### config.mk
export PLATFORM = sky130hd
export DESIGN_NAME = serial_subtractor
export DESIGN_NICKNAME = d
export VERILOG_FILES = /design/src/rtl/serial_subtractor_pkg.sv /design/src/rtl/fsub_cell.sv /design/src/rtl/serial_subtractor.sv
export SDC_FILE = /design/constraint.sdc
export NUM_CORES = 1
export LEC_CHECK = 0
export CAP_MARGIN = 20
export CORE_UTILIZATION = 55
export CTS_CLUSTER_SIZE = 30
export DETAILED_ROUTE_END_ITERATION = 7
export MAX_ROUTING_LAYER = met4
export PLACE_DENSITY = 0.82
export REMOVE_ABC_BUFFERS = 1
export SLEW_MARGIN = 20
export SYNTH_ARGS = -nofsm -noshare
export SYNTH_HDL_FRONTEND = slang
export SYNTH_SLANG_ARGS = --single-unit
### constraint.sdc
create_clock -name clk -period 2.46 [get_ports clk]
set_input_delay 0.246 -clock clk [delete_from_list [all_inputs] [get_ports clk]]
set_output_delay 0.246 -clock clk [all_outputs]
set_load 0.005 [all_outputs]
### src/rtl/serial_subtractor_pkg.sv
// Shared types and helpers for the bit-serial subtractor.
package serial_subtractor_pkg;

    typedef enum logic [1:0] {
        IDLE = 2'd0,
        RUN  = 2'd1,
        DONE = 2'd2
    } state_t;

    // Bit-counter width; never below one bit.
    function automatic int unsigned cnt_width(input int unsigned width);
        return (width <= 1) ? 1 : $clog2(width);
    endfunction

endpackage

### src/rtl/fsub_cell.sv
// 1-bit combinational full subtractor: d = x - y - bi, bo = borrow out.
module fsub_cell (
    input  logic x,
    input  logic y,
    input  logic bi,
    output logic d,
    output logic bo
);

    assign d  = x ^ y ^ bi;
    assign bo = (~x & y) | (~(x ^ y) & bi);

endmodule

### src/rtl/serial_subtractor.sv
// Bit-serial WIDTH-bit subtractor (diff = a - b - bin), LSB first, start/done handshake.
// Define SERIAL_SUBTRACTOR_OVF_EN to add the signed-overflow output ovf.
module serial_subtractor #(
    parameter int unsigned WIDTH = 8
) (
    input  logic             clk,
    input  logic             rst,
    input  logic             start,
    input  logic [WIDTH-1:0] a,
    input  logic [WIDTH-1:0] b,
    input  logic             bin,
    output logic             busy,
    output logic             done,
    output logic [WIDTH-1:0] diff,
    output logic             bout
`ifdef SERIAL_SUBTRACTOR_OVF_EN
    ,
    output logic             ovf
`endif
);

    import serial_subtractor_pkg::*;

    localparam int unsigned CNT_W = cnt_width(WIDTH);

    state_t           state, state_d;
    logic [WIDTH-1:0] sa, sa_d;
    logic [WIDTH-1:0] sb, sb_d;
    logic [WIDTH-1:0] res, res_d;
    logic [WIDTH-1:0] diff_d;
    logic [CNT_W-1:0] cnt, cnt_d;
    logic             br, br_d;
    logic             busy_d, done_d, bout_d;
    logic             cell_d, cell_bo;
`ifdef SERIAL_SUBTRACTOR_OVF_EN
    logic             ovf_r, ovf_r_d, ovf_d;
`endif

    fsub_cell u_cell (
        .x  (sa[0]),
        .y  (sb[0]),
        .bi (br),
        .d  (cell_d),
        .bo (cell_bo)
    );

    // Next-state and datapath update
    always_comb begin
        state_d = state;
        sa_d    = sa;
        sb_d    = sb;
        res_d   = res;
        cnt_d   = cnt;
        br_d    = br;
        busy_d  = busy;
        done_d  = 1'b0;
        diff_d  = diff;
        bout_d  = bout;
`ifdef SERIAL_SUBTRACTOR_OVF_EN
        ovf_r_d = ovf_r;
        ovf_d   = ovf;
`endif
        case (state)
            IDLE: begin
                if (start) begin
                    state_d = RUN;
                    sa_d    = a;
                    sb_d    = b;
                    br_d    = bin;
                    cnt_d   = '0;
                    res_d   = '0;
                    busy_d  = 1'b1;
                end
            end
            RUN: begin
                res_d = {cell_d, res[WIDTH-1:1]};
                sa_d  = {1'b0, sa[WIDTH-1:1]};
                sb_d  = {1'b0, sb[WIDTH-1:1]};
                br_d  = cell_bo;
                cnt_d = cnt + CNT_W'(1);
                if (cnt == CNT_W'(WIDTH - 1)) begin
                    state_d = DONE;
`ifdef SERIAL_SUBTRACTOR_OVF_EN
                    // borrow into MSB vs borrow out of MSB
                    ovf_r_d = br ^ cell_bo;
`endif
                end
            end
            DONE: begin
                state_d = IDLE;
                busy_d  = 1'b0;
                done_d  = 1'b1;
                diff_d  = res;
                bout_d  = br;
`ifdef SERIAL_SUBTRACTOR_OVF_EN
                ovf_d   = ovf_r;
`endif
            end
            default: begin
                state_d = IDLE;
                busy_d  = 1'b0;
            end
        endcase
    end

    // State and registered outputs
    always_ff @(posedge clk or posedge rst) begin
        if (rst) begin
            state <= IDLE;
            sa    <= '0;
            sb    <= '0;
            res   <= '0;
            cnt   <= '0;
            br    <= 1'b0;
            busy  <= 1'b0;
            done  <= 1'b0;
            diff  <= '0;
            bout  <= 1'b0;
`ifdef SERIAL_SUBTRACTOR_OVF_EN
            ovf_r <= 1'b0;
            ovf   <= 1'b0;
`endif
        end else begin
            state <= state_d;
            sa    <= sa_d;
            sb    <= sb_d;
            res   <= res_d;
            cnt   <= cnt_d;
            br    <= br_d;
            busy  <= busy_d;
            done  <= done_d;
            diff  <= diff_d;
            bout  <= bout_d;
`ifdef SERIAL_SUBTRACTOR_OVF_EN
            ovf_r <= ovf_r_d;
            ovf   <= ovf_d;
`endif
        end
    end

endmodule
==> results.md, run 1 <==
* Hold Violations, Final at 0
* Via count at 1254
* Sequential cell area at 1026 um2
* Port Buffer Count at 30
* CTS tree: yes
* Destination of the critical timing path: br
* Power per Cell Area at 1157 nW/um2
* Die Footprint at 3466 um2
* Cell taking the most area after synthesis: dfrtp_1
* Synth Warn # at 0
* Maxcap violations at 0
* RSZ-0062 raised after global routing: no
* H-Tree Depth at 2
* CTS Root Cell: clkbuf_4
* Tmin final at 1.749 ns
* Setup crit end kind: register
* Max_slew headroom at 51.12%
* Gr ovfl total at 0
* Critical path origin: state[1]
* Final Non-Filler Cells at 220
* Iter 0 DRT Violations at 49
* CP required at 2.71 ns
* CP max stage delay at slightly above 0.8 ns
* Fin util at 71.31%
* CP Cell Sequence: and2b_1 > a222oi_1
* First-pass GRT wire length at 5706 um
* Clk_lat worst skew at 0.36 ns
* Post-synth top flop: dfrtp_1
* Fraction of layout cells with a size suffix above 1 at 13.64%
* R2R depth at 2
* Post-synth ARST share at 100.0%
* Drt pass-1 iters at 4
* Netlist cell types at 29
* Post-Syn Area at 1779 um2
* Top cells by count, synth: 41 x dfrtp_1, 10 x a22o_1, 9 x inv_1, 9 x mux2_2
* Max Clock Freq at 0.5718 GHz
* Final worst-path cycle share at 71.09%
* Largest net degree at the start of global routing at 42
* EDFF count, synth at 0
* Clk pin slew, worst setup/hold paths at 0.12 ns
* Detailed Place HPWL at 2304 um
* Hold-fix buffers at CTS at 0
* Yosys reg bits at between 40 and 50
* Placed insts at 212
* Die X at 58.88 um
* Max-slew violations at 0
* Worst hold path class: in2async
* IO Pins at 31
* Multi-input logic area at 654.4 um2
* Worst R2R Setup Slack at 0.71 ns
* Total Wirelength at around 3400 um
* Post-Synthesis Cells at ~140
* Pleak at ~0.96 nW
* Row count at 20
* Post-route DRC at 0
* Synth top area share at slightly below 60%
* FILL cells at 241
* Post-CTS sizing at 0
* Post-layout nets at slightly below 200
* Crit-path slowest cell: dfrtp_1
* Fin Clk Skew at 0.007840 ns
* Total CTS buffers at 5
* Sequential element share of the synthesized area at 57.67%
* Diode count at 0
* Leading cell type by number of instances after synthesis: dfrtp_1
* Initial core utilization at about three fifths
* Worst Setup Start Kind: register
* Gr usage total at 23.54%
* Detail Route Antenna Nets at 0
* Design Power at 2.520 mW
* Core area at just over 3000 um2
* RD Place Congestion at 0.8117
* Vias/cell at 5.700
* Peak VDD IR at about 0.00054 V
* Post-Syn Area per Cell at 12.36 um2
* P&R area growth vs syn at 22.36%
* Slew @ Worst Pin at about 0.73 ns
* Final setup fails at 0
* Clock buffer depth at 2
* CP Data Arrival Time at 2.00 ns
* Number of global-route vias before repair at about 1200
* Ranking of synthesized cells by area: dfrtp_1 58%, mux2_2 5.7%, a22o_1 4.9%
* Initial antenna violation count at 0
* Reg-to-Reg End: br
* TritonCTS Sinks at slightly above 40
* R2R Path Start: state[1]
* CP Class: reg2reg
* Status: complete, no violations
* Crit-path max FO at 23
* Routed len/inst at 15.59 um
* Die Span Y at 58.88 um
* Setup TNS at 0 ns
* Setup Buffers After CTS at 0
## registers in the layout (all words and copies together) (netlist names)
name	flops
busy	1
state	2
diff	8
done	1
bout	1
res	8
sb	8
sa	8
br	1
cnt	3
## report_power, final
part | leakage [nW] | total (mW) | internal [mW] | switching, mW
sequential | 0.514 | 1.17 | 0.962 | 0.212
clock | 0.0455 | 0.459 | 0.243 | 0.216
combinational | 0.404 | 0.887 | 0.511 | 0.375
## worst max-delay path: cells and delay by family (launching register included)
family / cells / cell delay (ns)
AO/OA/AOI/OAI: 1 / 0.40
AND/OR/NAND/NOR: 1 / 0.41
flip-flops: 1 / 0.83
## layout make-up
cell class,count,area share (%)
Multi-Input combinational cell,85,30.06
Inverter,9,1.552
Timing Repair Buffer,33,14.83
Clock inverter,1,1.379
Sequential cell,41,47.13
Clock buffer,7,2.529
Tap cell,44,2.529
## metrics by stage
step / worst slack, ns / area, um2 / hold WS, ns
after floorplan: 0.7506 / 1714 / 0.3820
after global placement: 0.7200 / 2092 / 0.4786
after detailed placement: 0.5981 / 2092 / 0.4789
after CTS: 0.7392 / 2177 / 0.3058
after global routing: 0.6247 / 2177 / 0.3401
final: 0.7111 / 2177 / 0.3110
## worst min path at each step
stage | start | end | depth (start not counted)
3_5_place_dp | sb[1] | sb[0] | 2
2_1_floorplan | a[7] | sa[7] | 2
6_report | rst | done | 3
3_3_place_gp | res[0] | res[0] | 1
4_1_cts | rst | state[0] | 3
5_1_grt | rst | diff[3] | 3
## placed cells by master (no fill, tap or decap)
cell             instances
ha_1                     2
buf_4                    3
clkbuf_1                 1
o21ai_0                  5
dfrtp_1                 41
nor2_1                   2
o221a_2                  2
nor2_2                   2
inv_1                    9
nand3b_1                 3
a22oi_1                  1
o21bai_2                 1
clkdlybuf4s50_1         30
a21oi_1                  8
a222oi_1                 1
nor2b_1                  8
fa_1                     1
o22a_1                   5
a22o_1                  10
nor4bb_1                 1
and2_1                   1
nor3b_1                  5
clkbuf_4                 5
o311a_1                  1
clkbuf_8                 1
a221oi_1                 5
nand2b_1                 2
nor3_1                   5
and2b_1                  1
nand2_1                  4
bufinv_16                1
mux2_2                   9
## routing by layer
layer	wire length, um	vias to the layer above	track usage [%]
met1	1499	627	29.20
met5	0	-	-
li1	-	587	-
met3	161	8	6.593
met2	1709	32	37.18
met4	59	0	8.163
## cells by family (layout without fill, tap and decap cells)
kind of cell | Yosys count | after routing | synth area share, %
AOI/OAI and AO/OA | 39 | 39 | 16.95
buffers and inverters | 18 | 50 | 5.555
adders and majority gates | 3 | 3 | 2.531
and+or+nand+nor | 34 | 34 | 11.60
DFF | 41 | 41 | 57.67
muxes | 9 | 9 | 5.696
Note: power is estimated with default switching activity, not from simulation.
==> run 2: changes to the inputs <==
Settings changed: CORE_UTILIZATION 55 to 46, PLACE_DENSITY 0.82 to 0.73.
Clock period 2.46 ns to 1.4 ns, I/O delays scaled along.
==> results.md, run 2 (synthesized netlist as in run 1, its figures left out) <==
* Status: complete, no violations
* Iter 0 DRT Violations at 50 (+2.0%)
* Core area at 3689 um2 (+21%)
* Crit-path slowest cell: clkdlybuf4s50_1
* Die Span Y at 64.19 um (+9.0%)
* Die Footprint at 4120 um2 (+19%)
* DP Area at 2230 um2 (+6.6%)
* Number of global-route vias before repair at 1378 (+12%)
* Setup Buffers After CTS at 0 (unchanged)
* CTS Root Cell: clkbuf_8
* Post-route DRC at 0 (unchanged)
* Buffer and inverter count on the worst path at 1 (+1)
* Most frequent cells in the layout: 40 x dfrtp_1, 30 x clkdlybuf4s50_1, 18 x buf_4
* Final worst-path cycle share at 92.63%
* Drt pass-1 iters at 4 (unchanged)
* Via count at 1327 (+5.8%)
* Max-slew violations at 0 (unchanged)
* Setup crit end kind: primary output
* P&R area growth vs syn at 31.08%
* CTS tree: yes
* Design Power at 4.649 mW (+85%)
* CP Cell Sequence: clkdlybuf4s50_1
* Tmin final at 1.297 ns
* Initial core utilization at 48.24% (-10 points)
* First-pass GRT wire length at 6168 um (+8.1%)
* Detail Route Antenna Nets at 0 (unchanged)
* Routed len/inst at 14.88 um (-4.6%)
* Vias/cell at 5.529 (-3.0%)
* RD Place Congestion at 0.8037 (-0.99%)
* Hold_ws at 0.2039 ns (-0.1071 ns)
* Post-CTS sizing at 0 (unchanged)
* Max_slew headroom at 82.97% (+32 points)
* CP required at 1.26 ns (-1.45 ns)
* Clock buffer depth at 2 (unchanged)
* Sequential cell area at 1027 um2 (+0.12%)
* H-Tree Depth at 2 (unchanged)
* Peak VDD IR at 0.001056 V (+97%)
* Hold Violations, Final at 0 (unchanged)
* Diode count at 0 (unchanged)
* Row count at 22 (+10%)
* CP Class: reg2out
* Total CTS buffers at 5 (unchanged)
* Detailed Place HPWL at 2581 um (+12%)
* Die X at 64.19 um (+9.0%)
* IO Pins at 31 (unchanged)
* Initial antenna violation count at 0 (unchanged)
* Fin Clk Skew at 0.006844 ns (-0.0009959 ns)
* RSZ-0062 raised after global routing: no
* Final setup fails at 0 (unchanged)
* Crit-path max FO at 2 (-91%)
* Most common cell after layout, fill and taps aside: dfrtp_1
* Gr usage total at 20.50% (-3.0 points)
* Max Clock Freq at 0.7711 GHz
* Pleak at 1.054 nW (+9.3%)
* CP delay by family, top: buffers and inverters
* Multi-input logic area at 654.4 um2 (unchanged)
* CP max stage delay at 0.51 ns (-0.32 ns)
* Port Buffer Count at 30 (unchanged)
* Clk pin slew, worst setup/hold paths at 0.08 ns (-0.04 ns)
* Worst hold path class: in2async
* Hold-fix buffers at CTS at 0 (unchanged)
* Post-layout nets at 214 (+8.1%)
* TritonCTS Sinks at 41 (unchanged)
* FILL cells at 311 (+29%)
* Fin util at 63.23% (-8.1 points)
* Power per Cell Area at 1993 nW/um2 (+72%)
* Largest net degree at the start of global routing at 42 (unchanged)
* Maxcap violations at 0 (unchanged)
* Setup TNS at 0 ns (unchanged)
* Fraction of layout cells with a size suffix above 1 at 21.88% (+8.2 points)
* Gr ovfl total at 0 (unchanged)
* Worst Setup Start Kind: register
* Clk_lat worst skew at 0.30 ns (-0.06 ns)
* Final instance area at 2332 um2 (+7.1%)
* Total Wirelength at 3570 um (+4.1%)
* Slew @ Worst Pin at 0.2555 ns (-0.4777 ns)
* CP Data Arrival Time at 1.16 ns (-0.84 ns)
-- run 2: routing by layer --
metal | global-route usage, % | part of all wire (%) | vias up
met2 | 33.24 | 52 | 40
met5 | - | 0 | -
met4 | 11.39 | 1.0 | 0
met1 | 24.33 | 43 | 673
met3 | 3.393 | 4.0 | 3
li1 | - | - | 611
-- run 2: where the power goes --
group / leakage, nW / switching (mW) / internal [mW]
Sequential: 0.514 / 0.310 / 1.70
Clock: 0.0542 / 0.396 / 0.445
Combinational: 0.486 / 0.739 / 1.06
-- run 2: worst paths after layout --
| path | start | to | slack, ns | cells after the start |
|---|---|---|---|---|
| max in group asynchronous | rst | state[0] | 1.00 | 3 |
| max | busy | busy | 0.10 | 1 |
| min | rst | sb[7] | 0.20 | 3 |
| min in group clk | b[7] | sb[7] | 0.40 | 3 |
| max reg2reg | state[0] | diff[2] | 0.12 | 3 |
| min reg2reg | res[0] | res[0] | 0.50 | 1 |
-- run 2: stage by stage --
| stage | setup WS [ns] | instances |
|---|---|---|
| 6_report | 0.1032 | 240 |
| 5_1_grt | 0.02938 | 240 |
| 4_1_cts | 0.06663 | 240 |
| 3_5_place_dp | -0.1015 | 232 |
| 3_3_place_gp | -0.009101 | 232 |
| 2_1_floorplan | -0.3094 | 135 |
-- run 2: area by class of cell --
| cell class | count | share of cell area, % |
|---|---|---|
| clock inverters | 1 | 0.2146 |
| well taps | 48 | 2.575 |
| inverters | 9 | 1.448 |
| multi-input cells | 85 | 28.06 |
| flip-flops and latches | 41 | 44.05 |
| clock buffers | 7 | 4.131 |
| repair buffers | 49 | 19.53 |
==> patch: new RTL, settings of run 1 <==
Set the parameter `WIDTH` to 12 (it was 8).
--- a/src/rtl/serial_subtractor.sv
+++ b/src/rtl/serial_subtractor.sv
@@ -1,7 +1,7 @@
 // Bit-serial WIDTH-bit subtractor (diff = a - b - bin), LSB first, start/done handshake.
 // Define SERIAL_SUBTRACTOR_OVF_EN to add the signed-overflow output ovf.
 module serial_subtractor #(
-    parameter int unsigned WIDTH = 8
+    parameter int unsigned WIDTH = 12
 ) (
     input  logic             clk,
     input  logic             rst,
Interface: changed (resized a, b and diff); port bits go from 31 to 43. The function was not compared with the original's and may differ.
==> patch against run 1 <==
  * Wire length rose by 47%
  * Die area increased by 43%
  * Setup slack improved by 34 ps
  * Global-route usage down 0.056 points
  * Critical path depth rose by 2
  * Sequential cell count is 17 higher
  * Critical path type unchanged
  * Largest cell class unchanged
  * Final area up 48%
  * Total power increased by 42%
  * Combinational power grew 29%
  * The run now ends with DRC left
  * Synthesized area up 45%
==> patch: results (changes against run 1) <==
routability congestion estimate 0.741 (was 0.812); M1 WL 2410 µm (was 1500 µm); GRT Total Usage 23.5% (about the same); Num CTS Buffers 9 (was 5); Post-Route Utilization 72.5% (was 71.3%); outcome finished, violations left (was finished clean); static leakage power 1.45 nW (was 0.964 nW); initial drt markers 134 (was 49); IO Port Bufs 42 (was 30); post-synthesis adder-cell area fraction 1.26% (was 2.53%); CTS root buffer clkbuf_8 (was clkbuf_4); Cell Count Post-Placement 313 (was 212); vias in the first global route 1862 (was 1228); mux cell area share after synthesis 6.06% (was 5.70%); VDD IR-drop max 568 µV (was 536 µV); clock latency at the later pin of the worst-skew pair 320 ps (was 360 ps); synth top area cells dfrtp_1, a22oi_1, nor2b_1, a21oi_1, a22o_1 (was dfrtp_1, mux2_2, a22o_1, nor2b_1, a221oi_1); final WL 5060 µm (was 3430 µm); metal2 WL 2410 µm (was 1710 µm); Commonest cells post-synth dfrtp_1, a21oi_1, nor2b_1 (was dfrtp_1, a22o_1, inv_1, mux2_2); register area share after synthesis 56.2% (was 57.7%); r2r endpoint sa[9] (was br); drt first pass iters 7 (was 4); Filler Cell Count 348 (was 241); GR Util met1 31.9% (was 29.2%); largest net degree at the start of global routing 59 (was 42); Worst-Margin Slew 710 ps (was 733 ps); Nets 302 (was 198); CTS clk-pin slew, worst paths 60 ps (was 120 ps); grt met2 use 35.4% (was 37.2%); CP peak stage delay 540 ps (was 830 ps); Mapped Cells 229 (was 144); # DRC 8 (was 0); failing checks DRC; Synth Area in Compound Gates 22.4% (was 16.9%); global-route wire length before repair 8730 µm (was 5710 µm); Yosys cell types 28 (was 29); Via Count 1883 (was 1254); share of cells above drive strength 1 10.5% (was 13.6%); CP Max Fanout 17 (was 23)
==> patch: changes by cell type after synthesis, sizes merged, moves of 4 or more <==
cell           run 1  this run
inv                9         4
o21ai              5        27
clkbuf             0         6
a21oi              8        24
a221oi             5         0
o22a               5         0
nor3               5         1
buf                9        13
mux2               9        13
nor2b              8        22
dfrtp             41        58
nor3b              5         0
a22oi              1        21
==> patch: per-stage QoR <==
stage / hold WS [ps] / worst slack [ps]
CTS: 488 / 726
finish: 454 / 745
global placement: 467 / 657
global route: 504 / 556
floorplan: 399 / 88.6
detailed placement: 474 / 573
==> patch: cell type report <==
type / count / share of cell area, %
tap: 52 / 2.02
multi-input combinational: 148 / 31.2
inverter: 4 / 0.466
sequential: 58 / 45.0
clock inverter: 2 / 1.09
timing repair buffer: 51 / 15.1
clock buffer: 14 / 5.05
==> patch: report_power, final <==
group	internal (mW)	total (mW)	switching (mW)
clock network	0.523	0.869	0.346
registers	1.31	1.58	0.264
logic	0.612	1.14	0.526
